## src/rtl/uart_tx.sv

```systemverilog
// uart_tx -- asynchronous serial transmitter, 8-N-1 by default.
//
// A parallel byte is sent as start bit (0), eight data bits LSB first and a
// stop bit (1). Bit timing is built from a 16x oversample tick derived from
// CLOCK_50, so each bit lasts 16 * TICK_DIV clock cycles. This matches the
// receiver's oversampling, so TX looped into RX recovers the byte.
//
// Optional feature macro: UART_TX_PARITY_EN
//   defined   -> an even-parity bit (XOR of the data bits) follows bit 7,
//                giving an 11-bit frame.
//   undefined -> no parity state or logic; 10-bit frame.
//
// Parameters:
//   TICK_DIV  CLOCK_50 cycles per oversample tick (default 326, ~9585 baud).
//
// Ports:
//   CLOCK_50  in   system clock, rising edge
//   reset     in   asynchronous, active-high reset
//   DataIn    in   byte to send, sampled only when send is accepted
//   send      in   transmit request, accepted in IDLE or at the last edge
//                  of a stop bit (back-to-back frames with no idle gap)
//   TxD       out  serial line, idles high (registered)
//   busy      out  high while a frame is in progress (registered)
//   txDone    out  one-cycle pulse at the end of the stop bit (registered)

module uart_tx #(
    parameter int TICK_DIV = 326
) (
    input  logic       CLOCK_50,
    input  logic       reset,
    input  logic [7:0] DataIn,
    input  logic       send,
    output logic       TxD,
    output logic       busy,
    output logic       txDone
);

    localparam int DW = (TICK_DIV > 1) ? $clog2(TICK_DIV) : 1;
    localparam logic [DW-1:0] DIV_MAX = DW'(TICK_DIV - 1);

`ifdef UART_TX_PARITY_EN
    typedef enum logic [2:0] {IDLE, START, DATA, PARITY, STOP} state_t;
`else
    typedef enum logic [2:0] {IDLE, START, DATA, STOP} state_t;
`endif

    state_t        state_q, state_d;
    logic [DW-1:0] div_q;      // clock cycles within one oversample tick
    logic [3:0]    tcnt_q;     // ticks within one bit
    logic [2:0]    bitcnt_q;   // data bit index 0..7
    logic [7:0]    sh_q, sh_d; // data shift register, bit 0 is on the line
`ifdef UART_TX_PARITY_EN
    logic          par_q;
`endif

    logic tick, bit_end, load;
    logic txd_d, busy_d, done_d;

    // Divider only runs while a frame is in flight.
    assign tick    = (state_q != IDLE) && (div_q == DIV_MAX);
    assign bit_end = tick && (tcnt_q == 4'hF);

    // A new byte is taken either from IDLE or exactly at the end of a stop
    // bit, which is what gives zero-gap back-to-back frames.
    assign load = send && ((state_q == IDLE) || ((state_q == STOP) && bit_end));

    //------------------------------------------------------------------
    // FSM: state register
    //------------------------------------------------------------------
    always_ff @(posedge CLOCK_50 or posedge reset) begin
        if (reset)
            state_q <= IDLE;
        else
            state_q <= state_d;
    end

    //------------------------------------------------------------------
    // FSM: next-state logic
    //------------------------------------------------------------------
    always_comb begin
        state_d = state_q;
        case (state_q)
            IDLE:   if (send) state_d = START;
            START:  if (bit_end) state_d = DATA;
            DATA:
                if (bit_end && (bitcnt_q == 3'd7)) begin
`ifdef UART_TX_PARITY_EN
                    state_d = PARITY;
`else
                    state_d = STOP;
`endif
                end
`ifdef UART_TX_PARITY_EN
            PARITY: if (bit_end) state_d = STOP;
`endif
            STOP:   if (bit_end) state_d = send ? START : IDLE;
            default: state_d = IDLE;
        endcase
    end

    //------------------------------------------------------------------
    // Shift register next value (also feeds the registered TxD)
    //------------------------------------------------------------------
    always_comb begin
        sh_d = sh_q;
        if (load)
            sh_d = DataIn;
        else if ((state_q == DATA) && bit_end)
            sh_d = {1'b0, sh_q[7:1]};
    end

    //------------------------------------------------------------------
    // FSM: output logic, evaluated on the next state so the registered
    // outputs change on the same edge as the state.
    //------------------------------------------------------------------
    always_comb begin
        txd_d  = 1'b1;
        busy_d = (state_d != IDLE);
        done_d = (state_q == STOP) && bit_end;
        case (state_d)
            IDLE:   txd_d = 1'b1;
            START:  txd_d = 1'b0;
            DATA:   txd_d = sh_d[0];
`ifdef UART_TX_PARITY_EN
            PARITY: txd_d = par_q;
`endif
            STOP:   txd_d = 1'b1;
            default: txd_d = 1'b1;
        endcase
    end

    //------------------------------------------------------------------
    // Datapath: tick divider, tick counter, bit counter, shift register
    //------------------------------------------------------------------
    always_ff @(posedge CLOCK_50 or posedge reset) begin
        if (reset) begin
            div_q    <= '0;
            tcnt_q   <= '0;
            bitcnt_q <= '0;
            sh_q     <= '0;
        end else begin
            sh_q <= sh_d;

            if ((state_q == IDLE) || load) begin
                div_q  <= '0;
                tcnt_q <= '0;
            end else if (tick) begin
                div_q  <= '0;
                tcnt_q <= tcnt_q + 4'd1;   // wraps 15->0 at a bit boundary
            end else begin
                div_q  <= div_q + 1'b1;
            end

            // Wraps 7->0 on the last data bit, ready for the next frame.
            if (load)
                bitcnt_q <= '0;
            else if ((state_q == DATA) && bit_end)
                bitcnt_q <= bitcnt_q + 3'd1;
        end
    end

`ifdef UART_TX_PARITY_EN
    // Even parity is captured with the byte so later DataIn changes
    // cannot disturb it.
    always_ff @(posedge CLOCK_50 or posedge reset) begin
        if (reset)
            par_q <= 1'b0;
        else if (load)
            par_q <= ^DataIn;
    end
`endif

    //------------------------------------------------------------------
    // Registered outputs
    //------------------------------------------------------------------
    always_ff @(posedge CLOCK_50 or posedge reset) begin
        if (reset) begin
            TxD    <= 1'b1;
            busy   <= 1'b0;
            txDone <= 1'b0;
        end else begin
            TxD    <= txd_d;
            busy   <= busy_d;
            txDone <= done_d;
        end
    end

endmodule

```

## config.mk

```make
export PLATFORM = sky130hd
export DESIGN_NAME = uart_tx
export DESIGN_NICKNAME = d
export VERILOG_FILES = /design/src/rtl/uart_tx.sv
export SDC_FILE = /design/constraint.sdc
export NUM_CORES = 1
export LEC_CHECK = 0
export CAP_MARGIN = 0
export CORE_UTILIZATION = 55
export CTS_BUF_LIST = sky130_fd_sc_hd__clkbuf_4 sky130_fd_sc_hd__clkbuf_8 sky130_fd_sc_hd__clkbuf_16
export CTS_CLUSTER_DIAMETER = 60
export DETAILED_ROUTE_END_ITERATION = 7
export PLACE_DENSITY = 0.77
export SETUP_SLACK_MARGIN = 0.5
export SYNTH_ARGS = -nofsm -noshare
export SYNTH_HDL_FRONTEND = slang
export SYNTH_SLANG_ARGS = --single-unit
```

## constraint.sdc

```tcl
create_clock -name CLOCK_50 -period 2.51 [get_ports CLOCK_50]
set_clock_uncertainty 0.1 [all_clocks]
set_input_delay 0.753 -clock CLOCK_50 [delete_from_list [all_inputs] [get_ports CLOCK_50]]
set_output_delay 0.753 -clock CLOCK_50 [all_outputs]
set_load 0.02 [all_outputs]
```

==> out/qor.yml <==
comb_power_share: 0.127
relSlewSlack: 0.647
n_fill_cell: 192
powerDensity_mw_per_mm2: 554
cap_violations: 0
htree_levels: 2
grt_antenna_before_repair: 0
cts-root-buf: "clkbuf_4"
ant_nets: 0
syn_avg_cell_area_sq_um: 10.2
layout-drive-gt1-share: 0.142
die_w_um: 53.9
start_util: 0.592
power_frac_seq: 0.581
grt_pass1_wl_um: 4910
hold_viol: 0
swShare: 0.266
ys_types: 37
gp_congestion: 0.800
place_hpwl_um: 2000
firstDrtPassIters: 4
clk_latency_ns: 0.32
yosysWarnings: 0
syn_area_sq_mm: 0.00148
final_nets: 179
route.detailed.drc: 0
clkSinkCount: 30
synth_top_area_share: 0.490
cp.required_ns: 2.66
routed_wl_um: 2960
worstPathArrival_ns: 2.15
area_growth_pct: 17.5
num_rows: 18
clock_tree.buffer_depth: 2
yosys.area.top_type: "dfrtp_1"
p_leak_nw: 0.796
die-area_sq_mm: 0.00290
grt-ovfl-total: 0
vias_per_cell: 5.69
worst_slack_ns: 0.507
rsz0062_at_grt: "true"
hold_path_depth: 2
netlist_instances: 145
placed_area_sq_mm: 0.00165
grt_pass1_vias: 1087
grt_max_degree: 31
synth_ff_type: "dfrtp_1"
slew_violations: 0
cp-start-kind: "register"
synthTopCellsByCount: "29 x dfrtp_1, 18 x nor2_1, 13 x nand2_1"
synth_edf_count: 0
end_kind: "register"
async_flop_share: 1.00
synth.net_count: 161
setup_viol: 0
p_sw_mw: 0.256
vias: 1093
core_sq_mm: 0.00250
regArea_sq_um: 752
irDropWorstVdd_uv: 516
dp_slack_ns: 0.0855
yosysSeqAreaShare: 0.508
yosysMostFrequentCell: "dfrtp_1"
crit_fanout: 6
wl_per_cell_um: 15.4
cts_setup_buffers: 0
clk_pin_slew_ns: 0.09
intPower_mw: 0.708
die_y_um: 53.9
status: "finished, final reports clean"
cts_inserted_buffers: 5
fin_crit_sh: 0.798
cts_hold_buf: 0
period_minus_slack_ns: 2.00
placement.io_buffers: 13
final_area_sq_mm: 0.00174
timing.setup.tns_ns: 0
synth_area_leaders: "dfrtp_1 49%, nor2_1 4.6%, ha_1 4.2%"
worst_pin_slew_ns: 0.525
synth-seq-cells: 30
holdWs_ns: 0.397
antenna_cells: 0
hold_path.class: "register to register"
clkPwrFrac: 0.291
ioPinCount: 14
multiInputGateArea_sq_um: 731
first_iter_violations: 23
path_class: "register to register"
clock.fmax_ghz: 0.499
cts_tree: "done"
ff2ff_path_depth: 6
grt_usage: 0.250
## per-stage QoR
stage | total power, mW | utilization | cells
after floorplan | 0.639 | - | 145
after global placement | 0.678 | 0.659 | 186
after detailed placement | 0.689 | 0.659 | 186
after CTS | 0.968 | 0.683 | 192
after global routing | 1.01 | 0.696 | 192
final | 0.964 | 0.696 | 192
## critical path, cell delays in order, from the launching register on
cell and delay (ns):
dfrtp_1 0.42, ha_1 0.23, and3_2 0.28, and3_1 0.23, a221oi_4 0.33, nor3b_2 0.22
a32oi_1 0.12
## layout by cell type, fill, tap and decap left out, types with 3 or more instances in the layout
cell	instances
dfrtp_1	29
nor2_1	18
nand2_1	13
clkdlybuf4s50_1	10
nand3_1	8
o21ai_0	8
xor2_1	6
xnor2_1	6
a22oi_1	6
ha_1	5
clkbuf_4	5
inv_1	4
buf_4	4
mux2i_1	3
a21oi_1	3
and3_1	3
## final cells by class
type | instances | area share
clock buffer | 6 | 0.0295
inverter | 4 | 0.00863
multi-input combinational | 105 | 0.420
sequential | 30 | 0.432
tap | 30 | 0.0216
timing repair buffer | 17 | 0.0878
## logic make-up (layout without fill, tap and decap cells)
family                     count (synthesis)  in the layout  share of synthesized area
and+or+nand+nor                           60             60                      0.218
DFF                                       30             30                      0.508
AOI/OAI and AO/OA                         24             24                      0.107
xor gates and xnor gates                  12             12                     0.0710
buffers and inverters                     10             27                     0.0304
adders and majority gates                  5              5                     0.0423
muxes                                      3              3                     0.0203
other                                      1              1                    0.00253
## power by group through the flow
stage / clock network (mW) / registers [mW] / logic [mW]
detailed placement: 0 / 0.569 / 0.120
CTS: 0.288 / 0.560 / 0.120
finish: 0.280 / 0.560 / 0.123
global placement: 0 / 0.565 / 0.113
global route: 0.306 / 0.567 / 0.139
floorplan: 0 / 0.559 / 0.0793
## flip-flops by register name, summed over array words and instances (netlist names)
register	cells
bitcnt_q	3
txDone	1
busy	1
state_q	3
sh_q	8
div_q	9
tcnt_q	4
TxD	1
## path summary, 6_finish.rpt
kind | slack [ns] | endpoint | startpoint
worst min register to register | 0.40 | sh_q[2] | sh_q[3]
worst min-delay path | 0.40 | sh_q[2] | sh_q[3]
worst max-delay path | 0.51 | TxD | tcnt_q[0]
min in group asynchronous | 0.69 | div_q[1] | reset
worst max register to register | 0.51 | TxD | tcnt_q[0]
max in group asynchronous | 1.31 | TxD | reset
## layer usage
metal,track usage,vias up,part of all wire
met4,0.114,0,0.017
met3,0.0847,4,0.048
met5,0,-,0
met1,0.303,525,0.45
met2,0.399,32,0.49
li1,-,532,-
## repair_timing
action,4_1_cts,5_1_grt
hold endpoints to repair,0,0
gates resized for setup,5,7
setup endpoints to repair,9,9
Power figures use the tool's default switching activity.
